===== src/rtl/riscv_pkg.sv =====
// riscv_pkg: shared widths, NOP encoding and fetch FSM states for the fetch unit.
package riscv_pkg;
  localparam int ADDR_WIDTH = 32;
  localparam int DATA_WIDTH = 32;
  localparam int PC_WIDTH = 32;
  localparam int INST_WIDTH = 32;
  localparam logic [INST_WIDTH-1:0] NOP_INST = 32'h00000013;
  typedef enum logic [1:0] {BOOT, FETCH, FLUSH} ifu_state_e;
endpackage


===== src/rtl/ifu_fifo.sv =====
// ifu_fifo: power-of-two circular fetch buffer with flush taking priority over push/pop.
module ifu_fifo #(
  parameter int WIDTH = 64,
  parameter int DEPTH = 4
) (
  input  logic                   clk,
  input  logic                   rst_n,
  input  logic                   push,
  input  logic                   pop,
  input  logic                   flush,
  input  logic [WIDTH-1:0]       din,
  output logic [WIDTH-1:0]       dout,
  output logic [$clog2(DEPTH):0] count,
  output logic                   empty,
  output logic                   full
);
  localparam int AW = $clog2(DEPTH);
  logic [WIDTH-1:0] mem [DEPTH];
  logic [AW-1:0] rd, wr;
  always_ff @(posedge clk or negedge rst_n) begin
    if (!rst_n) begin
      rd <= '0;
      wr <= '0;
      count <= '0;
    end else if (flush) begin
      rd <= '0;
      wr <= '0;
      count <= '0;
    end else begin
      if (push) wr <= wr + 1'b1;
      if (pop) rd <= rd + 1'b1;
      count <= count + (AW+1)'(push) - (AW+1)'(pop);
    end
  end
  always_ff @(posedge clk) begin
    if (push && !flush) mem[wr] <= din;
  end
  assign dout = mem[rd];
  assign empty = count == '0;
  assign full = count == (AW+1)'(DEPTH);
endmodule


===== src/rtl/ifu_fetch.sv =====
// ifu_fetch: credit-limited instruction fetch with in-order response buffer and redirect flush.
// Define IFU_PERF_CNT_EN to add the saturating ifu_perf_stall_cnt output.
module ifu_fetch
  import riscv_pkg::*;
#(
  parameter logic [PC_WIDTH-1:0] RESET_PC = '0,
  parameter int BUF_DEPTH = 4,
  parameter int MAX_OUTSTANDING = 2
) (
  input  logic                  clk,
  input  logic                  rst_n,
  output logic                  ifu_req_addr_vld,
  input  logic                  ifu_req_addr_rdy,
  output logic [ADDR_WIDTH-1:0] ifu_req_addr,
  input  logic                  ifu_rsp_data_vld,
  input  logic [DATA_WIDTH-1:0] ifu_rsp_data,
  output logic                  ifu_valid,
  input  logic                  ifu_ready,
  output logic [PC_WIDTH-1:0]   ifu_pc,
  output logic [INST_WIDTH-1:0] ifu_inst,
`ifdef IFU_PERF_CNT_EN
  output logic [31:0]           ifu_perf_stall_cnt,
`endif
  input  logic                  redirect_vld,
  input  logic [PC_WIDTH-1:0]   redirect_pc
);
  localparam int CW = $clog2(BUF_DEPTH) + 1;
  localparam logic [CW:0] MAX_O = (CW+1)'(MAX_OUTSTANDING);
  localparam logic [CW:0] DEPTH_C = (CW+1)'(BUF_DEPTH);
  ifu_state_e state, state_n;
  logic [PC_WIDTH-1:0] fetch_pc, rsp_pc, target;
  logic [CW-1:0] outstanding, drop, drop_n, buf_count;
  logic accept, rsp_drop, push, pop, empty, full;
  logic [PC_WIDTH+DATA_WIDTH-1:0] head;
  assign target = {redirect_pc[PC_WIDTH-1:2], 2'b00};
  // Credits cover both in-flight requests and buffered entries, so a push never finds the buffer full.
  assign ifu_req_addr_vld = state != BOOT && !redirect_vld && {1'b0, outstanding} < MAX_O &&
                            {1'b0, outstanding} + {1'b0, buf_count} < DEPTH_C;
  assign ifu_req_addr = ADDR_WIDTH'(fetch_pc);
  assign accept = ifu_req_addr_vld && ifu_req_addr_rdy;
  assign rsp_drop = ifu_rsp_data_vld && drop != '0;
  assign push = ifu_rsp_data_vld && drop == '0 && !redirect_vld;
  assign pop = ifu_valid && ifu_ready && !redirect_vld;
  assign ifu_valid = !empty;
  assign ifu_pc = empty ? '0 : head[PC_WIDTH+DATA_WIDTH-1:DATA_WIDTH];
  assign ifu_inst = empty ? NOP_INST : INST_WIDTH'(head[DATA_WIDTH-1:0]);
  always_comb begin
    drop_n = redirect_vld ? outstanding - CW'(ifu_rsp_data_vld) : drop - CW'(rsp_drop);
    state_n = state == BOOT ? FETCH : (drop_n != '0 ? FLUSH : FETCH);
  end
  always_ff @(posedge clk or negedge rst_n) begin
    if (!rst_n) state <= BOOT;
    else state <= state_n;
  end
  always_ff @(posedge clk or negedge rst_n) begin
    if (!rst_n) begin
      fetch_pc <= RESET_PC;
      rsp_pc <= RESET_PC;
      outstanding <= '0;
      drop <= '0;
    end else begin
      outstanding <= outstanding + CW'(accept) - CW'(ifu_rsp_data_vld);
      drop <= drop_n;
      if (redirect_vld) begin
        fetch_pc <= target;
        rsp_pc <= target;
      end else begin
        if (accept) fetch_pc <= fetch_pc + PC_WIDTH'(4);
        if (push) rsp_pc <= rsp_pc + PC_WIDTH'(4);
      end
    end
  end
  ifu_fifo #(.WIDTH(PC_WIDTH + DATA_WIDTH), .DEPTH(BUF_DEPTH)) u_fifo (
    .clk   (clk),
    .rst_n (rst_n),
    .push  (push),
    .pop   (pop),
    .flush (redirect_vld),
    .din   ({rsp_pc, ifu_rsp_data}),
    .dout  (head),
    .count (buf_count),
    .empty (empty),
    .full  (full)
  );
  assert property (@(posedge clk) disable iff (!rst_n) !(push && full));
`ifdef IFU_PERF_CNT_EN
  always_ff @(posedge clk or negedge rst_n) begin
    if (!rst_n) ifu_perf_stall_cnt <= '0;
    else if (state != BOOT && !ifu_valid && ifu_perf_stall_cnt != '1) ifu_perf_stall_cnt <= ifu_perf_stall_cnt + 32'd1;
  end
`endif
endmodule


===== config.mk =====
export PLATFORM = sky130hd
export DESIGN_NAME = ifu_fetch
export DESIGN_NICKNAME = d
export VERILOG_FILES = /design/src/rtl/riscv_pkg.sv /design/src/rtl/ifu_fifo.sv /design/src/rtl/ifu_fetch.sv
export SDC_FILE = /design/constraint.sdc
export NUM_CORES = 1
export LEC_CHECK = 0
export CAP_MARGIN = 20
export CORE_ASPECT_RATIO = 1.5
export CORE_UTILIZATION = 50
export CTS_CLUSTER_DIAMETER = 100
export DETAILED_ROUTE_END_ITERATION = 10
export PLACE_DENSITY = 0.86
export SYNTH_ARGS = -nofsm -noshare
export SYNTH_HDL_FRONTEND = slang
export SYNTH_SLANG_ARGS = --single-unit
export TNS_END_PERCENT = 1

===== constraint.sdc =====
create_clock -name clk -period 3.2 [get_ports clk]
set_input_delay 0.8 -clock clk [delete_from_list [all_inputs] [get_ports clk]]
set_output_delay 0.8 -clock clk [all_outputs]
set_load 0.03 [all_outputs]

# == Yosys cells after proc, flatten, opt, wreduce, memory -nomap -nowiden ==
# Memory sizes are Yosys's and may differ from the RTL's.
# Cells that the tools add are included.
# classes
order_cmp,2
n_mux,16
n_reduce_logical,21
add_sub_neg,11
# op_table
operator,count
$mux 32,6
$add 32x3->32 const B,2
$mux 2,6
$sub 3x1->3,4
$logic_and 1x1->1,10
$reduce_bool 2->1,4
$add 3x1->3,2
$logic_not 3->1,2
$mux 3,2
$reduce_bool 3->1,2
$add 2x1->2 const B,2
$add 3x3->4,1
$lt 4x3->1 const B,1
$lt 3x2->1 const B,1
$logic_not 1->1,2
$logic_not 2->1,1
$mux 1,2
# totals
regBits,79
out_inout_bits,98
mem_bits_rw,256
inputBits,70
n_memories,1
# memory_table
name,words,word_bits,rd,rd_ports_with_merged_regs,wr,line_no,source
u_fifo.mem,4,64,1,0,1,ifu_fifo.sv:18,logic [WIDTH-1:0] mem [DEPTH];

# == Longest topological paths before layout ==
# Gate-level depths: netlist (run 1).
# depth
word_depth,7
mapped_depth,12
depth_no_buf,11

# == Cells and area by module ==
# Synthesis (run 1) repeated with hierarchy kept, for this count alone.
# unflattened
hier_cells,863
hier_area_um2,14034.7
# by_module_without_submodules
module,n_inst,cells_each,area_each_um2
ifu_fifo,1,374,9700.6
ifu_fetch,1,489,4334.2

# == Least setup slack after synthesis (run 1) ==
# Ideal clock, no wire load.
# synth_timing
path_kind,input to register
startpoint,input ifu_rsp_data_vld
endpoint,memory u_fifo.mem[0][0] (enable)
arrival_time_ns,3.025
slack_ns,-0.252
setup_ns,0.427
cell_stages,3
path_cell_list,nor4b_1 -> clkbuf_1 -> and3_1
# synth_between
elab_chain_len,5
# synth_lines
item,line_no,source
from (decl),ifu_fetch.sv:15,"input logic ifu_rsp_data_vld,"
$logic_and 1x1->1 (2 in a row),ifu_fetch.sv:42,assign push = ifu_rsp_data_vld && drop == '0 && !redirect_vld;
$logic_and 1x1->1,ifu_fifo.sv:36,if (push && !flush) mem[wr] <= din;
$mux 1,ifu_fifo.sv:36,
$mux 1 (not written as such),ifu_fifo.sv:36,
to (decl),ifu_fifo.sv:18,
# Every way passes these cells.

# == Final worst setup path (run 1) ==
# layout_timing
startpoint,register u_fifo.rd[0]
endpoint,output ifu_pc[15]
# layout_between
elab_chain_len,2
# layout_lines
item,line_no,source
from (decl),ifu_fifo.sv:19,"logic [AW-1:0] rd, wr;"
from (signal assigned),ifu_fifo.sv:31,if (pop) rd <= rd + 1'b1;
$mem_v2 4x64,n/a,
$mux 32,ifu_fetch.sv:45,assign ifu_pc = empty ? '0 : head[PC_WIDTH+DATA_WIDTH-1:DATA_WIDTH];
to (decl),ifu_fetch.sv:19,"output logic [PC_WIDTH-1:0] ifu_pc,"
# Every way passes these cells.

==> impl_metrics.toml, run 1 <==
[synth]
yosys-top-cells-area = "edfxtp_1, dfrtp_1, mux4_2"
synth_top_family_by_area = "multiplexers"
synth_fa_ha_area_share_pct = 1.84
yosysTopAreaCell = "edfxtp_1"
syn-cell-area_um2 = 13800
yosysUniqueCellTypes = 55
yosysSeqAreaShare_pct = 67.8
synthXorXnorAreaFrac_pct = 2.55
synth-main-ff-cell = "edfxtp_1"
yosys.area.top_type_share_pct = 54.1
synth_edf_count = 248
avgSynthCellArea_um2 = 15.7
ys.warnings.count = 0
yosys.area_share.simple_pct = 10.7
async_flop_share_pct = 23.2
syn_inst = 876
synthMuxAreaShare_pct = 11.1
synth.ff_latch_count = 323
synth_compound_area_share_pct = 3.72

[floorplan]
die_h_um = 205
die_area_um2 = 28200
io_pins = 168
initial_utilization_pct = 50.7
num_rows = 74
die_x_um = 137
core_um2 = 27100

[clock_tree]
clock-sinks = 323
tritoncts = "yes"
path_clk_slew_ns = 0.07
htree_levels = 1
root_buffer = "clkbuf_16"
hold_buffers = 0
clockBufferDepth = 3
cts_made_buffers = 28
clk_latency_ns = 0.55

[sta]
finalSetupViolCount = 0
final.period_utilization_pct = 96.7
worst_slew_pin_slew_ns = 0.775
maxSlewHeadroom_pct = 48.3
finClkSkew_ns = 0.0181
fin_crit_ns = 3.09
rsz0062_at_grt = "false"
drv_slew = 0
setup_ws_ns = 0.105
hold_violations = 0
clock.fmax_mhz = 323

[critical_path]
cp_max_fo = 11
cp.required_ns = 2.40
crit_start = "u_fifo.rd[0]$_DFFE_PN0P_"
rrSetupSlack_ns = 0.65
setup.worst_path.class = "reg2out"
cpLargestDelayFamily = "buffers and inverters"
worstRegToRegCells = 10
start_kind = "flip-flop"
r2r-end = "outstanding[2]$_DFF_PN0_"
critical_path_buf_inv_count = 3
crit_path_end_kind = "primary output"
crit_cells = 5
reg2reg_from = "u_fifo.count[2]$_DFF_PN0_"
crit_chain = "buf_12 > buf_6 > mux4_2 > and2_1 > buf_4"
crit_path_end = "ifu_pc[15]"
cpPeakStageDelay_ns = 0.52
crit_slowest_cell = "mux4_2"
cp.arrival_ns = 2.29

[worst_hold_path]
hp-class = "in2async"

[detailed_routing]
vias_per_cell = 5.81
wl_per_cell_um = 21.2
wirelength_mm = 30.4
dr.pass1.iters = 5
drc_errors = 0
drtAntennaViolNets = 0
vias = 8335
dr.first_iter.drc_count = 637

[place]
io_buffers = 161
post-dp-hpwl_mm = 20.6
dp.cells = 1382
place_ws_ns = 0.151
gp_congestion = 0.964

[cells_and_area]
nNetsFinal = 1160
fin_cells = 1435
syn_to_final_growth_pct = 23.5
fin_util_pct = 62.6
drive_gt1_share_pct = 19.6
final_cell_mix = "edfxtp_1, clkdlybuf4s50_1, dfrtp_1, nand2_1, and2_1"
diodes = 0
n_fill_cell = 1915
layout_commonest_cell = "edfxtp_1"

[grt]
grt_max_degree = 61
track_usage_pct = 22.3
gr-total-overflow = 0
antenna_found_initial = 0
grt_pass1_vias = 8777
grt_pass1_wl_mm = 47.4

[pwr]
vdd_drop_max_mv = 0.479
powerDensity_nw_per_um2 = 703
p_leak_nw = 6.05

[job]
cap_violations = 0

[outcome]
status = "finished, final reports clean"
-- kinds of logic (layout without fill, tap and decap cells) --
logic type               count (synthesis)  count (layout)
flip-flops                             323             323
adder cells (fa/ha/maj)                 19              19
XOR/XNOR                                40              40
buffers and inverters                   75             289
multiplexers                            74              74
AO/OA/AOI/OAI                           79              79
other                                    1               4
AND/OR/NAND/NOR                        265             265
-- where the power goes --
part / internal [mW] / switching (mW)
clock network: 1.90 / 1.48
registers: 4.79 / 0.289
logic: 1.54 / 1.94
-- area by class of cell --
class | instances | area [um2] | area share (%)
clock buffer | 32 | 737 | 4.34
clock inverter | 20 | 188 | 1.10
inverter | 31 | 116 | 0.685
multi-input combinational | 481 | 4140 | 24.4
sequential | 323 | 9330 | 54.9
tap | 342 | 428 | 2.52
timing repair buffer | 206 | 2050 | 12.1
-- synthesized netlist by cell type, drive strengths merged, types with 2 or more instances --
cell and number:
o31ai 2, mux4 62, fa 2, nor4 11, nand3 33, dfrtp 75, xnor2 18, a21boi 2
buf 17, a21o 2, xor2 22, nand4 26, a21oi 5, nor2 18, nand2 65, or4 4
o211ai 5, inv 31, nor2b 4, a31oi 3, o31a 5, clkbuf 27, and2 63, edfxtp 248
o21ai 38, ha 17, mux2i 2, o311ai 8, and3 8, or3 4, or2 5, a211oi 3
mux2 10, and4 4, nor3 17
-- worst min-delay path by stage --
stage                        startpoint                           end  cells after the start  slack, ns
2_1_floorplan    rsp_pc[31]$_DFFE_PN0N_   u_fifo.mem[0][63]$_DFFE_PP_                      0       0.49
3_3_place_gp   outstanding[0]$_DFF_PN0_      outstanding[0]$_DFF_PN0_                      1       0.52
3_5_place_dp   outstanding[0]$_DFF_PN0_      outstanding[0]$_DFF_PN0_                      1       0.54
4_1_cts                           rst_n  ifu_req_addr[21]$_DFFE_PN0P_                      1       0.33
5_1_grt                           rst_n  ifu_req_addr[20]$_DFFE_PN0P_                      1       0.37
6_report                          rst_n  ifu_req_addr[20]$_DFFE_PN0P_                      1       0.32
-- through the flow --
step,TNS [ns],power [mW],hold WS (ns),instance area [um2]
after floorplan,-46.85,7.30,0.494,13800
after global placement,0,8.66,0.520,16100
after detailed placement,0,8.75,0.537,16100
after CTS,-0.0509,12.0,0.329,17000
after global routing,0,12.4,0.367,17000
final,0,11.9,0.319,17000
-- flip-flops by register name (all words and copies together), names as in the netlist --
name / cells
u_fifo.mem: 248
ifu_req_addr: 30
rsp_pc: 30
drop: 3
outstanding: 3
u_fifo.count: 3
state: 2
u_fifo.rd: 2
u_fifo.wr: 2
-- timing repair --
action	CTS	global route
setup buffers	0	1
gates resized for setup	38	3
setup endpoints to repair	49	42
-- layer usage --
| layer | share of wire (%) | routed length [um] | track usage (%) | vias up |
|---|---|---|---|---|
| li1 | - | - | - | 3741 |
| met1 | 37 | 11200 | 27.0 | 4200 |
| met2 | 54 | 16400 | 39.8 | 330 |
| met3 | 5.6 | 1690 | 2.38 | 64 |
| met4 | 3.5 | 1070 | 9.77 | 0 |
| met5 | 0 | 0 | 0 | - |
Power figures use the tool's default switching activity.
==> inputs of run 2 (changes only) <==
--- a/config.mk
+++ b/config.mk
@@ -5,7 +5,7 @@
 export SDC_FILE = /design/constraint.sdc
 export NUM_CORES = 1
 export LEC_CHECK = 0
-export CAP_MARGIN = 20
+export CAP_MARGIN = 10
 export CORE_ASPECT_RATIO = 1.5
 export CORE_UTILIZATION = 50
 export CTS_CLUSTER_DIAMETER = 100
==> results of run 2 <==
No change in the layout: final DEF, timing and power equal those of run 1.
==> RTL change 1 (flow settings as in run 2) <==
The package constant `INST_WIDTH` goes from 32 to 16.
--- a/src/rtl/riscv_pkg.sv
+++ b/src/rtl/riscv_pkg.sv
@@ -4,5 +4,5 @@
   localparam int DATA_WIDTH = 32;
   localparam int PC_WIDTH = 32;
-  localparam int INST_WIDTH = 32;
+  localparam int INST_WIDTH = 16;
   localparam logic [INST_WIDTH-1:0] NOP_INST = 32'h00000013;
   typedef enum logic [1:0] {BOOT, FETCH, FLUSH} ifu_state_e;
Interface: changed (resized ifu_inst); port bits go from 168 to 152. The function was not compared with the original's and may differ.
==> RTL change 1 against run 2 <==
The flow now finishes with violations (design-rule violations). Sequential cell count is 64 lower. Via count is 15% lower. Sequential share of layout area is 1.8 points lower. Global-route usage is 1.2 points lower. Synthesized cell count is 12% lower. Wire length is 20% lower. Final area is 18% lower. Count of clock-buffer cells in the layout is 3 higher. Non-clock buffer count is 40 lower. Die area is 17% lower. Worst setup slack worse by 0.010 ns. Synthesized area is 18% lower. Power is 18% lower.
==> RTL change 1: results (changes against run 2) <==
stage,metric,value,unit,change
pwr,Static Leak,5.09,nW,-16%
cells_and_area,Layout Nets,1013,,-13%
clock_tree,clk buf depth,3,,unchanged
critical_path,CP arrival,2.31,ns,+0.02 ns
route,residual DRC count,36,,+36
yosys,"top cells by area, synth","edfxtp_1 (49%), dfrtp_1 (17%), mux4_2 (9.1%)",,
yosys,"EDFF count, synth",184,,-26%
status,failing checks,design-rule violations,,
place,Placed Cells,1169,,-15%
place,Final HPWL DP,16.2,mm,-21%
status,status,finished with violations,,
clock_tree,TritonCTS Buffers,24,,-14%
global_routing,GR Layer Usage met1,25.7,%,-1.3 points
global_routing,vias in the first global route,7324,,-17%
critical_path,crit-path max FO,8,,-3
global_routing,first-pass GRT wire length,38.5,mm,-19%
cells_and_area,share of layout cells above drive strength 1,18.2,%,-1.4 points
timing,Slew HR,46.1,%,-2.2 points
clock_tree,later-pin clock latency in the skew report,0.51,ns,-0.04 ns
route,Pre-antenna DRT Iters,8,,+3
yosys,Post-synth top cells,"edfxtp_1 (184), dfrtp_1 (75), nand2_1 (61), and2_1 (47), mux4_2 (46)",,
place,Port-buffer cells,129,,-20%
yosys,synth unique cells,51,,-7.3%
cells_and_area,number of flip-flops in the largest register,184,,-26%
yosys,synthesized area per cell,14.8,sq um,-6.1%
global_routing,met3 Usage GRT,2.12,%,-0.25 points
global_routing,Tot GR Track Use,21.1,%,-1.2 points
global_routing,pin count of the biggest net entering global routing,76,,+25%
pwr,Worst VDD drop,0.000426,V,-11%
critical_path,Slowest Stage Delay on Critical Path,0.55,ns,+0.03 ns
critical_path,Reg2Reg Depth,13,,+3
critical_path,FF-to-FF End,u_fifo.count[2],,
timing,Max Clock Skew,0.0112,ns,-0.00683 ns
route,final wirelength,24.3,mm,-20%
cells_and_area,fill cell instance count of the final layout,1632,,-15%
yosys,"FFs w/ async S/R, synth",29.0,%,+5.7 points
place,RD Place Congestion,0.860,,-11%
route,WL/cell,19.9,um,-6.0%
route,initial DRC count,518,,-19%
[RTL change 1: worst min path at each step]
stage / start / to / slack [ns]
2_1_floorplan: rsp_pc[31] / u_fifo.mem[0][63] / 0.49
3_5_place_dp: rsp_pc[31] / u_fifo.mem[2][63] / 0.55
4_1_cts: rst_n / outstanding[0] / 0.33
3_3_place_gp: rsp_pc[31] / u_fifo.mem[2][63] / 0.52
6_report: rst_n / outstanding[0] / 0.31
5_1_grt: rst_n / outstanding[1] / 0.34
[RTL change 1: final cells by class]
class                      count  area share [%]
antenna                        1          0.0179
clock buffer                  35            5.22
clock inverter                 9           0.601
inverter                      23           0.619
multi-input combinational    450            26.5
sequential                   259            53.1
tap                          276            2.48
timing repair buffer         166            11.5
[RTL change 1: per-stage QoR]
stage | util [%] | setup WS (ns) | hold slack, ns | power, W | cell area (sq um)
finish | 62.6 | 0.0947 | 0.311 | 0.00976 | 14000
global route | 62.6 | 0.00220 | 0.344 | 0.0102 | 13900
CTS | 62.5 | 0.0277 | 0.326 | 0.00983 | 13900
detailed placement | 58.8 | 0.221 | 0.548 | 0.00702 | 13100
global placement | 58.8 | 0.229 | 0.523 | 0.00697 | 13100
floorplan | - | 0.248 | 0.494 | 0.00590 | 11300
[RTL change 1: metal layers]
metal / share of wire, % / vias up
met5: 0 / -
met4: 3.0 / 0
met3: 5.1 / 51
met2: 53 / 276
met1: 39 / 3528
li1: - / 3239
[RTL change 1: repair_timing]
item / in CTS / in global routing
resized for setup: 26 / 1
endpoints found under the hold margin: 0 / 0
setup buffers: 5 / 0
setup endpoints to repair: 28 / 1
pin swaps: 0 / 0
[RTL change 1: logic make-up after synthesis]
logic type | count (synthesis) | synth area share [%]
other cells | 1 | 0.0331
fa+ha+maj | 19 | 2.23
simple gates | 252 | 12.3
flops | 259 | 65.3
buf+inv | 62 | 2.26
xor+xnor | 40 | 3.09
mux | 58 | 10.3
compound gates | 77 | 4.44
[RTL change 1: worst register-to-register path: stages, from the launching register on]
cell     delay (ns)
dfrtp_1        0.45
nor3_1         0.22
buf_4          0.17
inv_1          0.06
buf_4          0.22
nand2_1        0.16
nor2_1         0.06
ha_1           0.27
inv_1          0.06
ha_1           0.13
inv_1          0.05
fa_1           0.37
xnor2_1        0.17
nor2_1         0.05
[RTL change 1: report_power, final]
part           internal [W]  switching, W
Clock               0.00167       0.00119
Combinational       0.00126       0.00157
Sequential          0.00384      0.000231
Total               0.00677       0.00299
==> RTL change 2 (settings of run 2) <==
Without the edit above. The 3 states of `ifu_state_e` get a one-hot encoding in 3 bits.
--- a/src/rtl/riscv_pkg.sv
+++ b/src/rtl/riscv_pkg.sv
@@ -6,5 +6,5 @@
   localparam int INST_WIDTH = 32;
   localparam logic [INST_WIDTH-1:0] NOP_INST = 32'h00000013;
-  typedef enum logic [1:0] {BOOT, FETCH, FLUSH} ifu_state_e;
+  typedef enum logic [2:0] {BOOT = 3'b001, FETCH = 3'b010, FLUSH = 3'b100} ifu_state_e;
 endpackage
 
Function: no difference found for any inputs over 4 cycles, from zero or initial values and one cycle with rst_n low; so few cycles prove little.
==> RTL change 2 against run 2 <==
Wire length is 7.8% lower. Synthesized cell count decreased by 2.2%. Highest routed layer unchanged. Synthesized area shrank 1.2%. Final area fell by 1.6%. Final cell count down 2.2%. Utilization rose by 0.26 points. Worst setup slack worse by 0.052 ns. Critical endpoint is now ifu_pc[5]. Via count fell by 5.0%. Power shrank 0.55%. Sequential cell count increased by 1. Sequential power hardly changed. Clock power about the same. Maximum frequency shrank 1.7%.
==> RTL change 2: results (changes against run 2) <==
stage,metric,value,unit,change
yosys,Post-synth top cells,"edfxtp_1 (248), dfrtp_1 (75), and2_1 (66), mux4_2 (62), nand2_1 (58)",,
cells_and_area,share of layout cells above drive strength 1,18.5,%,-1.1 points
critical_path,CP arrival,2.35,ns,+0.06 ns
place,Port-buffer cells,161,,unchanged
place,post-place setup slack,0.0617,ns,-0.0892 ns
clock_tree,Worst-path clk slew,0.07,ns,about the same
global_routing,Tot GR Track Use,20.7,%,-1.7 points
clock_tree,clk buf depth,3,,unchanged
yosys,"EDFF count, synth",248,,unchanged
cells_and_area,fill cell instance count of the final layout,1838,,-4.0%
route,Pre-antenna DRT Iters,5,,unchanged
yosys,"FFs w/ async S/R, synth",23.5,%,+0.24 points
cells_and_area,Layout Nets,1134,,-2.2%
pwr,Worst VDD drop,0.000484,V,+1.0%
critical_path,R2R setup slack,0.49,ns,-0.16 ns
timing,hold_ws,0.319,ns,-0.000267 ns
yosys,most frequent cell after synthesis,edfxtp_1,,
timing,Slew HR,34.8,%,-13 points
critical_path,crit-path max FO,16,,+5
critical_path,CP Launch Point,u_fifo.rd[0],,
status,status,completed,,
critical_path,worst reg2reg startpoint,state[0],,
pwr,Static Leak,5.97,nW,-1.3%
yosys,dominant synthesized flop cell,edfxtp_1,,
global_routing,antenna violations before repair,0,,unchanged
global_routing,pin count of the biggest net entering global routing,45,,-26%
route,initial DRC count,472,,-26%
clock_tree,TritonCTS Buffers,29,,+3.6%
place,Final HPWL DP,19.0,mm,-7.7%
min_path,worst hold path class,in -> async,,
global_routing,vias in the first global route,8215,,-6.4%
place,RD Place Congestion,0.891,,-7.6%
cells_and_area,Top reg by flops,u_fifo.mem,,
yosys,"top cells by area, synth","edfxtp_1 (55%), dfrtp_1 (14%), mux4_2 (10%)",,
critical_path,Reg2Reg Depth,6,,-4
route,final wirelength,28.0,mm,-7.8%
clock_tree,H-tree depth,1,,unchanged
yosys,"Seq/Total Area, Yosys",68.8,%,+0.99 points
yosys,synth unique cells,50,,-9.1%
clock_tree,later-pin clock latency in the skew report,0.55,ns,about the same
route,Vias per Instance,5.64,,-2.9%
global_routing,first-pass GRT wire length,43.5,mm,-8.1%
critical_path,FF-to-FF End,ifu_req_addr[13],,
timing,Max Clock Skew,0.0198,ns,+0.00170 ns
yosys,Yosys warning count,0,,unchanged
place,DP Area,15800,sq um,-1.9%
RTL change 2: changes by cell type after synthesis, moves of 6 or more:
| cell | before | now |
|---|---|---|
| and3_1 | 8 | 14 |
| o21ai_0 | 32 | 41 |
| mux2_2 | 10 | 2 |
| nand2_1 | 64 | 58 |
| nor3_1 | 17 | 11 |
| o21ai_1 | 6 | 0 |
| inv_1 | 31 | 23 |
| nor2_1 | 18 | 26 |
| nand3_1 | 33 | 25 |
| o211ai_1 | 5 | 16 |
RTL change 2: report_power, final:
group / leakage, nW / internal (W) / switching (W) / total (W)
sequential: 3.16 / 0.00480 / 0.000267 / 0.00506
clock: 0.450 / 0.00196 / 0.00144 / 0.00340
combinational: 2.36 / 0.00152 / 0.00189 / 0.00341
total: 5.97 / 0.00828 / 0.00360 / 0.0119
RTL change 2: kinds of logic after synthesis:
| logic type | count (synthesis) | synth area share (%) |
|---|---|---|
| flops | 324 | 68.8 |
| simple gates | 251 | 10.1 |
| compound gates | 86 | 3.95 |
| buf+inv | 69 | 2.10 |
| mux | 67 | 10.7 |
| xor+xnor | 40 | 2.58 |
| fa+ha+maj | 19 | 1.86 |
| other cells | 1 | 0.0276 |
RTL change 2: layout make-up:
type                    count  area [sq um]  share of cell area, %
clock buffers              41           791                   4.73
inverters                  24          90.1                  0.539
repair buffers            198          1930                   11.6
well taps                 337           422                   2.52
multi-input cells         468          3990                   23.9
flip-flops and latches    324          9360                   56.0
clock inverters            11           138                  0.823
RTL change 2: metal layers:
layer | vias to the layer above | global-route usage, % | wire length (um)
met5 | - | 0 | 0
met4 | 0 | 7.94 | 909
met3 | 53 | 2.53 | 1370
met2 | 227 | 37.4 | 15100
met1 | 4000 | 24.9 | 10700
li1 | 3635 | - | -
RTL change 2: what timing repair did:
item / CTS / global route
pin swaps: 0 / 0
buffers inserted: 3 / 0
resized for setup: 35 / 19
setup endpoints to repair: 56 / 41
RTL change 2: how the worst max path moves through the flow:
stage	endpoint	slack (ns)	depth (start not counted)
floorplan	u_fifo.mem[0][0]	-0.31	5
global placement	outstanding[2]	0.09	10
detailed placement	outstanding[2]	0.06	10
CTS	ifu_inst[8]	-0.13	4
global route	ifu_pc[5]	-0.03	5
finish	ifu_pc[5]	0.05	5
RTL change 2: per-stage QoR:
step | cells | utilization, %
after floorplan | 861 | -
after global placement | 1348 | 59.3
after detailed placement | 1348 | 59.3
after CTS | 1403 | 62.8
after global routing | 1403 | 62.9
final | 1403 | 62.9
RTL change 2: critical path, stage by stage, from the launching register on:
cell and delay [ns]:
dfrtp_4 0.49, buf_12 0.21, buf_16 0.19, mux4_2 0.51, and2_1 0.21, buf_4 0.18
